### config.mk
export PLATFORM = sky130hd
export DESIGN_NAME = fdct_row_serial
export DESIGN_NICKNAME = d
export VERILOG_FILES = /design/src/rtl/fdct_row_serial.sv
export SDC_FILE = /design/constraint.sdc
export NUM_CORES = 1
export LEC_CHECK = 0
export CORE_MARGIN = 4
export CORE_UTILIZATION = 54
export DETAILED_ROUTE_END_ITERATION = 7
export HOLD_SLACK_MARGIN = 0.02
export PLACE_DENSITY = 0.7
export SLEW_MARGIN = 20
export SYNTH_ARGS = -nofsm -noshare
export SYNTH_HDL_FRONTEND = slang
export SYNTH_SLANG_ARGS = --single-unit
export TNS_END_PERCENT = 1
### constraint.sdc
create_clock -name clk -period 22.2 [get_ports clk]
set_input_delay 6.66 -clock clk [delete_from_list [all_inputs] [get_ports clk]]
set_output_delay 6.66 -clock clk [all_outputs]
set_load 0.02 [all_outputs]
### src/rtl/fdct_row_serial.sv
// rtl/fdct_row_serial.sv - serial 8-point 1-D forward DCT row engine (load 8, emit 8)
module fdct_row_serial #(
  parameter int IN_W        = 8,
  parameter int OUT_W       = 12,
  parameter bit LEVEL_SHIFT = 1'b1
) (
  input  logic             clk,
  input  logic             rst,
  input  logic             in_valid,
  output logic             in_ready,
  input  logic [IN_W-1:0]  in_pix,
  output logic             out_valid,
  input  logic             out_ready,
  output logic [OUT_W-1:0] out_coef,
  output logic [2:0]       out_idx,
  output logic             out_last,
  output logic             busy
);

  localparam int S_W   = IN_W + 1;
  localparam int ACC_W = 19;

  typedef enum logic {ST_LOAD, ST_EMIT} state_t;

  state_t             state_q, state_d;
  logic [2:0]         cnt_q, cnt_d;
  logic [2:0]         u_q, u_d;
  logic               buf_we;
  logic [S_W-1:0]     buf_q [8];
  logic [S_W-1:0]     s_in;
  logic [S_W-1:0]     pix_ext;
  logic [ACC_W-1:0]   acc;
  logic [ACC_W-1:0]   rnd;
  logic [ACC_W-1:0]   prod;
  logic [7:0]         w;
  logic [6:0]         unused_rnd_lsb;

  // Cosine table T(k) = round(64*cos(k*pi/16)), folded onto the first quadrant.
  function automatic logic [7:0] cos_t(input logic [4:0] k);
    logic [4:0] m;
    logic       neg;
    logic [7:0] mag;
    if (k <= 5'd8) begin
      m = k;            neg = 1'b0;
    end else if (k <= 5'd16) begin
      m = 5'd16 - k;    neg = 1'b1;
    end else if (k <= 5'd24) begin
      m = k - 5'd16;    neg = 1'b1;
    end else begin
      m = 5'd0 - k;     neg = 1'b0;
    end
    case (m)
      5'd0:    mag = 8'd64;
      5'd1:    mag = 8'd63;
      5'd2:    mag = 8'd59;
      5'd3:    mag = 8'd53;
      5'd4:    mag = 8'd45;
      5'd5:    mag = 8'd36;
      5'd6:    mag = 8'd24;
      5'd7:    mag = 8'd12;
      default: mag = 8'd0;
    endcase
    return neg ? (8'd0 - mag) : mag;
  endfunction

  // Level shift (first pass) or signed pass-through (second pass).
  always_comb begin
    pix_ext = {1'b0, in_pix};
    if (LEVEL_SHIFT) begin
      s_in = pix_ext - S_W'(1 << (IN_W - 1));
    end else begin
      s_in = {in_pix[IN_W-1], in_pix};
    end
  end

  // State, sample counter and coefficient index registers.
  always_ff @(posedge clk or posedge rst) begin
    if (rst) begin
      state_q <= ST_LOAD;
      cnt_q   <= 3'd0;
      u_q     <= 3'd0;
    end else begin
      state_q <= state_d;
      cnt_q   <= cnt_d;
      u_q     <= u_d;
    end
  end

  // Sample buffer; contents after reset are irrelevant because cnt restarts at 0.
  always_ff @(posedge clk) begin
    if (buf_we) begin
      buf_q[cnt_q] <= s_in;
    end
  end

  // Next-state and handshake outputs: load eight samples, then emit eight coefficients.
  always_comb begin
    state_d   = state_q;
    cnt_d     = cnt_q;
    u_d       = u_q;
    in_ready  = 1'b0;
    out_valid = 1'b0;
    buf_we    = 1'b0;
    case (state_q)
      ST_LOAD: begin
        in_ready = 1'b1;
        if (in_valid) begin
          buf_we = 1'b1;
          cnt_d  = cnt_q + 3'd1;
          if (cnt_q == 3'd7) begin
            state_d = ST_EMIT;
            u_d     = 3'd0;
            cnt_d   = 3'd0;
          end
        end
      end
      ST_EMIT: begin
        out_valid = 1'b1;
        if (out_ready) begin
          u_d = u_q + 3'd1;
          if (u_q == 3'd7) begin
            state_d = ST_LOAD;
            u_d     = 3'd0;
          end
        end
      end
      default: state_d = ST_LOAD;
    endcase
  end

  // Dot product of the buffered row with basis u; stable while u and the buffer hold.
  always_comb begin
    acc  = '0;
    prod = '0;
    w    = '0;
    for (int x = 0; x < 8; x++) begin
      if (u_q == 3'd0) begin
        w = 8'd45;
      end else begin
        w = cos_t(5'((2 * x + 1) * int'(u_q)));
      end
      prod = {{(ACC_W-S_W){buf_q[x][S_W-1]}}, buf_q[x]} * {{(ACC_W-8){w[7]}}, w};
      acc  = acc + prod;
    end
    rnd = acc + ACC_W'(64);
  end

  assign unused_rnd_lsb = rnd[6:0];
  assign out_coef = out_valid ? OUT_W'($signed(rnd[ACC_W-1:7])) : '0;
  assign out_idx  = out_valid ? u_q : 3'd0;
  assign out_last = out_valid && (u_q == 3'd7);
  assign busy     = !((state_q == ST_LOAD) && (cnt_q == 3'd0));

endmodule
[Word level (Yosys, flattened, before mapping)]
Memories as Yosys holds them, arrays and structs flattened.
Index checks and enable logic that the tools add are counted.
Cells by class
  $add $sub $neg: 43
  $mul: 15
  bitwise gates (word level): 1
  order comparisons: 24
  equal/unequal tests: 5
  muxes and demuxes: 115
  reduce and logical (&&, ||, !) cells: 15
Operators by type and width (number)
  $mux W8: 32
  $mux W5: 32
  $mul A9 B8 Y17: 8
  $add A19 B19 Y19: 5
  $le A5 B5 Y1 const B: 14
  $sub A1 B8 Y8 const A: 8
  $mux W1: 42
  $le A5 B4 Y1 const B: 7
  $sub A1 B5 Y5 const A: 7
  $sub A5 B5 Y5 const A: 7
  $sub A5 B5 Y5 const B: 7
  $mul A4 B3 Y5 const A: 4
  $add A18 B17 Y19: 1
  $add A19 B7 Y19 const B: 1
  $add A17 B17 Y18: 1
  $mux W3: 6
  $logic_not A2 Y1: 8
  $mux W12: 1
  $le A3 B5 Y1 const B: 2
  $mul A3 B3 Y5 const A: 2
  $sub A8 B8 Y9 const B: 1
  $add A3 B1 Y3 const B: 2
  $eq A3 B3 Y1 const B: 2
  $logic_not A3 Y1: 2
  other kinds (13): 16
Word-level totals
  word-level logic and storage cells: 230
  output and inout bits: 19
  RAM bits: 72
  flip-flop bits (word level): 7
  memories kept: 9
  ROM bits: 448
  input bits: 12
Memories
  buf_q: depth 8, bits a word 9, rd ports 8, clocked after memory_dff 0, write ports 1, line 29  | logic [S_W-1:0] buf_q [8];
  (name not given): depth 8, bits a word 7, rd ports 1, clocked after memory_dff 0, write ports 0, line 52  | case (m)
  (name not given): depth 8, bits a word 7, rd ports 1, clocked after memory_dff 0, write ports 0, line 52
  (name not given): depth 8, bits a word 7, rd ports 1, clocked after memory_dff 0, write ports 0, line 52
  (name not given): depth 8, bits a word 7, rd ports 1, clocked after memory_dff 0, write ports 0, line 52
  (name not given): depth 8, bits a word 7, rd ports 1, clocked after memory_dff 0, write ports 0, line 52
  3 more memories

[Depth between registers and ports, before layout]
Gate-level depths: netlist of run 1.
  word-level depth: 22
  gate-level depth with buffers: 53
  depth with buffers taken out: 51

[Worst setup path before layout of run 1]
OpenSTA, ideal clock, no wires.
  kind: flip-flop to output port
  from: reg u_q[1]
  to: out out_coef[9]
  data required time: 15.540 ns
  cell stages (with the launch flop): 51
  slack: 1.775 ns
  data arrival time: 13.765 ns
  buffers on the path: 3
  cells stage by stage: dfrtp_1 -> inv_1 -> clkbuf_1 -> ha_1 -> buf_6 -> clkbuf_1 -> nor2b_1 -> and3_1 -> o21ai_0 -> xnor2_1 -> ha_1 -> or4b_4 -> a21oi_1 -> o32ai_1 -> a31oi_1 -> mux2_2 -> and2_1 -> fa_1 -> [... 15 more ...] -> fa_1 -> fa_1 -> fa_1 -> fa_1 -> fa_1 -> inv_1 -> fa_1 -> inv_1 -> fa_1 -> inv_1 -> ha_1 -> a21o_1 -> a31o_2 -> or2_2 -> o221ai_1 -> a21boi_0 -> o21a_1 -> nor3_1
Between the ends
  word-level cells in the longest chain between the ends: 22
  elaborated cells on any way between the ends: 193
Ends and longest elaborated chain
  start, declared: line 27  | logic [2:0] u_q, u_d;
  start signal, assigned: line 85  | u_q <= u_d;
  $mul A2 B3 Y5: line 140  | w = cos_t(5'((2 * x + 1) * int'(u_q)));
  $sub A1 B5 Y5, or another cell as far along: line 50  | m = 5'd0 - k; neg = 1'b0;
  $mux W5: line 47  | end else if (k <= 5'd24) begin
  $mux W5: line 45  | end else if (k <= 5'd16) begin
  $mux W5: line 43  | if (k <= 5'd8) begin
  $mux W5: line 137  | if (u_q == 3'd0) begin
  $mem_v2 Z8 W7 / $logic_not A2 Y1 (equally long branches)
  $mux W8: line 52
  [... 3 more ...]
  $mux W8: line 137
  $mul A9 B8 Y17: line 142  | prod = {{(ACC_W-S_W){buf_q[x][S_W-1]}}, buf_q[x]} * {{(ACC_W-8){w[7]}}, w};
  $add A17 B17 Y18: line 143  | acc = acc + prod;
  $add A18 B17 Y19: line 143
  $add A19 B19 Y19 (4 in series): line 143
  $add A19 B19 Y19 *: line 143
  $add A19 B7 Y19 *: line 145  | rnd = acc + ACC_W'(64);
  $mux W12 *: line 149  | assign out_coef = out_valid ? OUT_W'($signed(rnd[ACC_W-1:7])) : '0;
  end, declared: line 14  | output logic [OUT_W-1:0] out_coef,
Every way passes the cells marked *; elsewhere a longest branch is shown, timed or not. The select of a mux whose other input is x is not followed.

[Worst setup path in the final report of run 1]
  from: reg u_q[1]
  to: out out_coef[6]
Same word-level chain as after synthesis.

==> qor.yml, run 1 <==
cells_and_area:
  fin_nets: 3960
  area_delta_synth_final_pct: 5.03
  final_layout_size_suffix_gt1_share_pct: 3.95
  instances_no_fill: 3749
  diodes: 0
critical_path:
  cp_slowest_stage_delay_ns: 0.70
  path_class: "flop to primary output"
  reg2reg_setup_slack_ns: 19.71
  reg2reg_to: "buf_q[2][0]"
  worst_setup_path_end_kind: "primary output"
  rr_startpoint: "state_q"
  crit_top_cell: "fa_1"
  arrival_ns: 14.96
  crit_required_ns: 15.54
  worstPathMaxFanout: 8
  slowest_stage: "clkdlybuf4s50_1"
  reg2reg_depth: 4
  start_kind: "flop"
placement:
  dp_hpwl_um: 65400
  gp_congestion: 0.980
  dp.cells: 3733
  io_buffers: 30
routing:
  routed_via_density: 5.59
  vias: 20966
  drc: 0
  ant_nets: 0
  top_layer: "met4"
  wl_per_cell_um: 20.8
  dr.pass1.iters: 7
  met2WireLength_um: 37100
  met3_wirelength_um: 5400
  routed_wl_um: 77900
  drtIter0Drc: 1529
  wl_met1_um: 31100
global_route:
  track_usage_pct: 28.5
  grt.overflow.total: 0
  grt_max_degree: 49
  antenna_found_initial: 6
  grt_pass1_wl_um: 125000
  grt_pass1_vias: 22648
run:
  cap_violations: 0
logic_synthesis:
  yosysUniqueCellTypes: 91
  yosysSeqAreaShare_pct: 7.33
  ys_ff_latch: 71
  syn_inst: 3054
  yosys_warnings: 0
  synthArstFlopShare_pct: 9.86
  syn_area_um2: 28600
  synth-edff-count: 64
  ys.flop_type: "edfxtp_1"
  syn_nets: 3958
  synth_area_per_cell_um2: 9.37
hold_path:
  min_to: "cnt_q[1]"
  min_from: "cnt_q[1]"
  hold_class: "flop to flop"
  hold_depth: 2
clocking:
  cts.sinks: 71
  cts_root_buf: "clkbuf_16"
  cts_buffer_depth: 2
  tritoncts: "yes"
  clk_latency_ns: 0.37
  post-cts-setup-buffer-count: 0
  clk_pin_slew_ns: 0.07
  htreeDepth: 3
  cts_inserted_buffers: 9
  hold_buffers: 0
sta:
  fin_hold_ws_ns: 0.653
  setup_viol: 0
  fmax_ghz: 0.0462
  slew_violations: 0
  period_share_pct: 97.4
  fin_tns_setup_ns: 0
  tightest_slew_ns: 1.18
  max-slew-margin-rel_pct: 20.6
  clock_skew_ns: 0.00836
  rsz0062_at_grt: "false"
  finalHoldViolations: 0
  min_period_ns: 21.62
floorplanning:
  ios: 31
  die_y_um: 238
  coreArea_um2: 52600
  dieWidth_um: 238
  fp.dieArea_um2: 56700
  initial_core_util_pct: 54.4
  std_cell_rows: 84
run_status:
  outcome: "completed"
[cell families (layout without fill, tap and decap cells)]
group / after synthesis / after routing / synth area share, %
DFF: 71 / 71 / 7.33
muxes: 26 / 26 / 0.984
AOI/OAI and AO/OA: 275 / 275 / 6.82
xor gates and xnor gates: 135 / 135 / 4.22
buffers and inverters: 819 / 826 / 10.9
adders and majority gates: 893 / 893 / 54.9
and+or+nand+nor: 835 / 835 / 14.8
[registers in the layout (all words and copies together) (netlist names)]
name / cells
buf_q: 64
u_q: 3
cnt_q: 3
state_q: 1
[synth_stat cells, types with 4 or more instances]
cell type	number	area share, %
a21oi_1	84	1.5
xnor2_1	102	3.1
ha_1	289	13
nor2b_1	84	1.8
o2bb2ai_1	4	0.12
inv_1	757	9.9
fa_1	603	42
nand3b_1	5	0.13
buf_6	5	0.20
nor3_1	35	0.61
o211ai_1	11	0.29
nand2b_1	40	0.87
o31ai_1	9	0.24
and3_1	37	0.81
clkbuf_1	34	0.45
edfxtp_1	64	6.7
or2_2	26	0.57
o41ai_1	4	0.12
nand2_1	195	2.6
mux2_2	14	0.55
nor3b_1	5	0.13
a21boi_0	5	0.13
a311o_1	5	0.17
or3_1	16	0.35
and2_1	152	3.3
o21a_1	18	0.47
nor4_1	6	0.13
o21ai_0	47	0.82
o21bai_1	5	0.13
buf_1	8	0.10
mux2i_1	11	0.38
dfrtp_1	7	0.61
nor2_1	176	2.3
a211oi_1	4	0.10
a31oi_1	9	0.20
xor2_1	31	0.95
nand3_1	43	0.75
buf_2	12	0.21
a21o_1	16	0.42
[layout by cell type, fill, tap and decap left out, types with 6 or more instances in the layout]
master / instances
o211ai_1: 11
buf_4: 22
a31oi_1: 9
mux2_2: 14
or3_1: 16
a21o_1: 16
or2_2: 26
mux2i_1: 11
o21ai_0: 46
o31ai_1: 9
nand2_1: 195
nor2b_1: 83
nor3_2: 8
nor3_1: 28
nand3_1: 43
edfxtp_1: 64
clkbuf_16: 9
and2_1: 152
clkdlybuf4s50_1: 25
nand2b_1: 40
ha_1: 288
inv_1: 757
fa_1: 602
dfrtp_1: 7
nor4_1: 6
o21a_1: 18
a21oi_1: 84
xnor2_1: 102
nor2_1: 174
and3_1: 37
xor2_1: 30
[how the worst max path moves through the flow]
| stage | start | to | slack, ns | cells after the start |
|---|---|---|---|---|
| final | u_q[1] | out_coef[6] | 0.58 | 48 |
| after global placement | u_q[1] | out_coef[9] | 0.80 | 49 |
| after CTS | u_q[1] | out_coef[10] | 0.09 | 49 |
| after global routing | u_q[1] | out_coef[6] | 0.003 | 48 |
| after detailed placement | u_q[1] | out_coef[9] | 0.29 | 49 |
| after floorplan | u_q[1] | out_coef[9] | 1.78 | 50 |
[cell type report]
cell class	count	area [um2]
clock buffers	9	225
clock inverters	7	111
fillers	4703	22500
inverters	759	2850
multi-input cells	2164	23400
flip-flops and latches	71	2100
well taps	688	861
repair buffers	51	458
[critical path: cells and delay by family, from the launching register on]
family,cells,cell delay [ns]
fa+ha+maj,18,7.89
simple gates,10,2.21
compound gates,8,2.15
buf+inv,9,1.20
xor+xnor,3,0.65
flops,1,0.46
[timing repair]
item	CTS	global route
hold endpoints to repair	0	0
pin swaps	0	2
gates resized for setup	2	9
endpoints found under the setup margin	2	6
[metal layers]
layer  vias to the layer above  GRT usage [%]
met5                         -              0
met4                         0           13.0
met3                       189           4.36
met2                       766           47.4
met1                     10664           37.2
li1                       9347              -
[per-stage QoR]
stage	area [um2]	worst slack (ns)	utilization, %
3_5_place_dp	29700	0.288	56.5
4_1_cts	30000	0.0935	57.1
6_report	30100	0.578	57.2
5_1_grt	30100	0.00334	57.2
2_1_floorplan	28600	1.78	-
3_3_place_gp	29700	0.802	56.5
Power of run 1 is left out: the tool's default activity adds up to more than one toggle a clock period on the data nets, which glitch-free logic cannot reach.
==> run 2, diff against run 1 <==
CORE_UTILIZATION = 40   (was 54)
PLACE_DENSITY = default   (was 0.7)
==> run 2 against run 1 <==
Effect of this change:
- routed wire length shrank 1.6%
- final cell count grew 6.7%
- clock skew grew 0.0014 ns
- count of clock-buffer cells in the layout grew 3
- critical path depth shrank 3
- global-route usage shrank 7.2 points
==> qor.yml, run 2 (synthesis results as in run 1) <==
critical_path:
  slowest_stage: "clkdlybuf4s50_1"
  worstPathMaxFanout: 7  # -1
  arrival_ns: 14.85  # -0.11 ns
  start_kind: "flop"
  cp_slowest_stage_delay_ns: 0.65  # -0.05 ns
  worst-path-buf-inv: 5  # -4
  path_class: "flop to primary output"
  path_delay_family: "adder cells"
  worst_setup_path_end_kind: "primary output"
  crit_required_ns: 15.54  # about the same
  crit_top_cell: "fa_1"
global_route:
  grt_max_degree: 58  # +18%
  track_usage_pct: 21.3  # -7.2 points
  antenna_found_initial: 4  # -2
  grt_pass1_vias: 21310  # -5.9%
  grt.overflow.total: 0  # unchanged
  grt_pass1_wl_um: 124000  # -1.3%
routing:
  ant_nets: 0  # unchanged
  routed_wl_um: 76700  # -1.6%
  drc: 0  # unchanged
  dr.pass1.iters: 6  # -1
  wl_per_cell_um: 19.2  # -7.8%
  routed_via_density: 5.06  # -9.6%
  vias: 20235  # -3.5%
  drtIter0Drc: 1324  # -13%
clocking:
  cts_buffer_depth: 2  # unchanged
  clk_latency_ns: 0.40  # +0.03 ns
  cts_inserted_buffers: 9  # unchanged
  clk_pin_slew_ns: 0.07  # about the same
  cts.sinks: 71  # unchanged
  post_cts_resized: 0  # -2
  htreeDepth: 3  # unchanged
  hold_buffers: 0  # unchanged
  post-cts-setup-buffer-count: 0  # unchanged
  cts_root_buf: "clkbuf_16"
  tritoncts: "yes"
cells_and_area:
  regMostFlops: "buf_q"
  fin_nets: 3960  # unchanged
  regArea_um2: 2100  # unchanged
  fill_cells: 6982  # +48%
  layout_commonest_cell: "inv_1"
  final_layout_size_suffix_gt1_share_pct: 3.82  # -0.13 points
  reg_top3: "buf_q x64, cnt_q x3, u_q x3"
  area_delta_synth_final_pct: 5.91
  mostFrequentLayoutCells: "inv_1, fa_1, ha_1"
  multi_input_area_um2: 23500  # about the same
  largest_register_ffs: 64  # unchanged
sta:
  setup_viol: 0  # unchanged
  slew_violations: 0  # unchanged
  fin_tns_setup_ns: 0  # unchanged
  period_share_pct: 96.9  # -0.52 points
  rsz0062_at_grt: "false"
  finalHoldViolations: 0  # unchanged
  min_period_ns: 21.51  # -0.116 ns
  tightest_slew_ns: 1.10  # -0.0855 ns
  clock_skew_ns: 0.00979  # +0.00143 ns
  fmax_ghz: 0.0465  # +0.54%
  max-slew-margin-rel_pct: 26.5  # +5.9 points
run_status:
  outcome: "completed"
placement:
  io_buffers: 30  # unchanged
  gp_congestion: 0.917  # -6.5%
  dp_hpwl_um: 64800  # -0.90%
floorplanning:
  std_cell_rows: 97  # +15%
  fp.dieArea_um2: 75900  # +34%
  coreArea_um2: 70500  # +34%
  dieWidth_um: 275  # +16%
  initial_core_util_pct: 40.6  # -14 points
  die_y_um: 275  # +16%
  ios: 31  # unchanged
hold_path:
  hold_class: "flop to flop"
run:
  cap_violations: 0  # unchanged
## run 2: changes by cell type in the layout (fill, tap and decap cells not counted), moves of 2 or more
cell             change
clkbuf_1             +3
clkdlybuf4s50_1      +5
clkinv_2             -2
bufinv_16            -3
dlymetal6s2s_1       -3
## run 2: final timing paths
| check | startpoint | end | slack (ns) | cells past startpoint |
|---|---|---|---|---|
| max | u_q[0] | out_coef[11] | 0.69 | 45 |
| min | cnt_q[1] | cnt_q[1] | 0.65 | 2 |
| max reg2reg | state_q | buf_q[1][5] | 19.56 | 3 |
| min reg2reg | cnt_q[1] | cnt_q[1] | 0.65 | 2 |
| max in group asynchronous | rst | u_q[1] | 15.18 | 2 |
| min in group asynchronous | rst | cnt_q[2] | 6.68 | 2 |
## run 2: through the flow
stage | instance area (um2) | instances | util (%) | setup WS (ns) | hold slack (ns)
finish | 30300 | 4002 | 43.0 | 0.694 | 0.652
CTS | 30300 | 4001 | 42.9 | 0.507 | 0.645
floorplan | 28600 | 3054 | - | 1.78 | 0.572
detailed placement | 30000 | 3985 | 42.5 | 0.943 | 0.632
global route | 30300 | 4001 | 43.0 | 0.00340 | 0.692
global placement | 30000 | 3985 | 42.5 | 1.05 | 0.627
## run 2: cell type report
cell class,instances,share of cell area (%)
Tap cell,940,3.88
Timing Repair Buffer,51,1.51
Clock inverter,4,0.107
Clock buffer,12,0.780
Sequential cell,71,6.92
Inverter,759,9.40
Multi-Input combinational cell,2164,77.4
Antenna cell,1,0.00826
## run 2: routing by layer
layer  global-route usage (%)  vias up  routed length (um)
met2                     36.0      503               36900
met5                        0        -                  19
met3                     2.01       93                3750
met1                     29.4    10296               33900
li1                         -     9341                   -
met4                     5.83        2                2140
## run 2: tightest hold or removal path: cells and delay by family, from the launching register on
kind / cells / cell delay (ns)
flip-flops: 1 / 0.41
buffers and inverters: 1 / 0.11
AO/OA/AOI/OAI: 1 / 0.09
Power of run 2 is left out for the same reason.
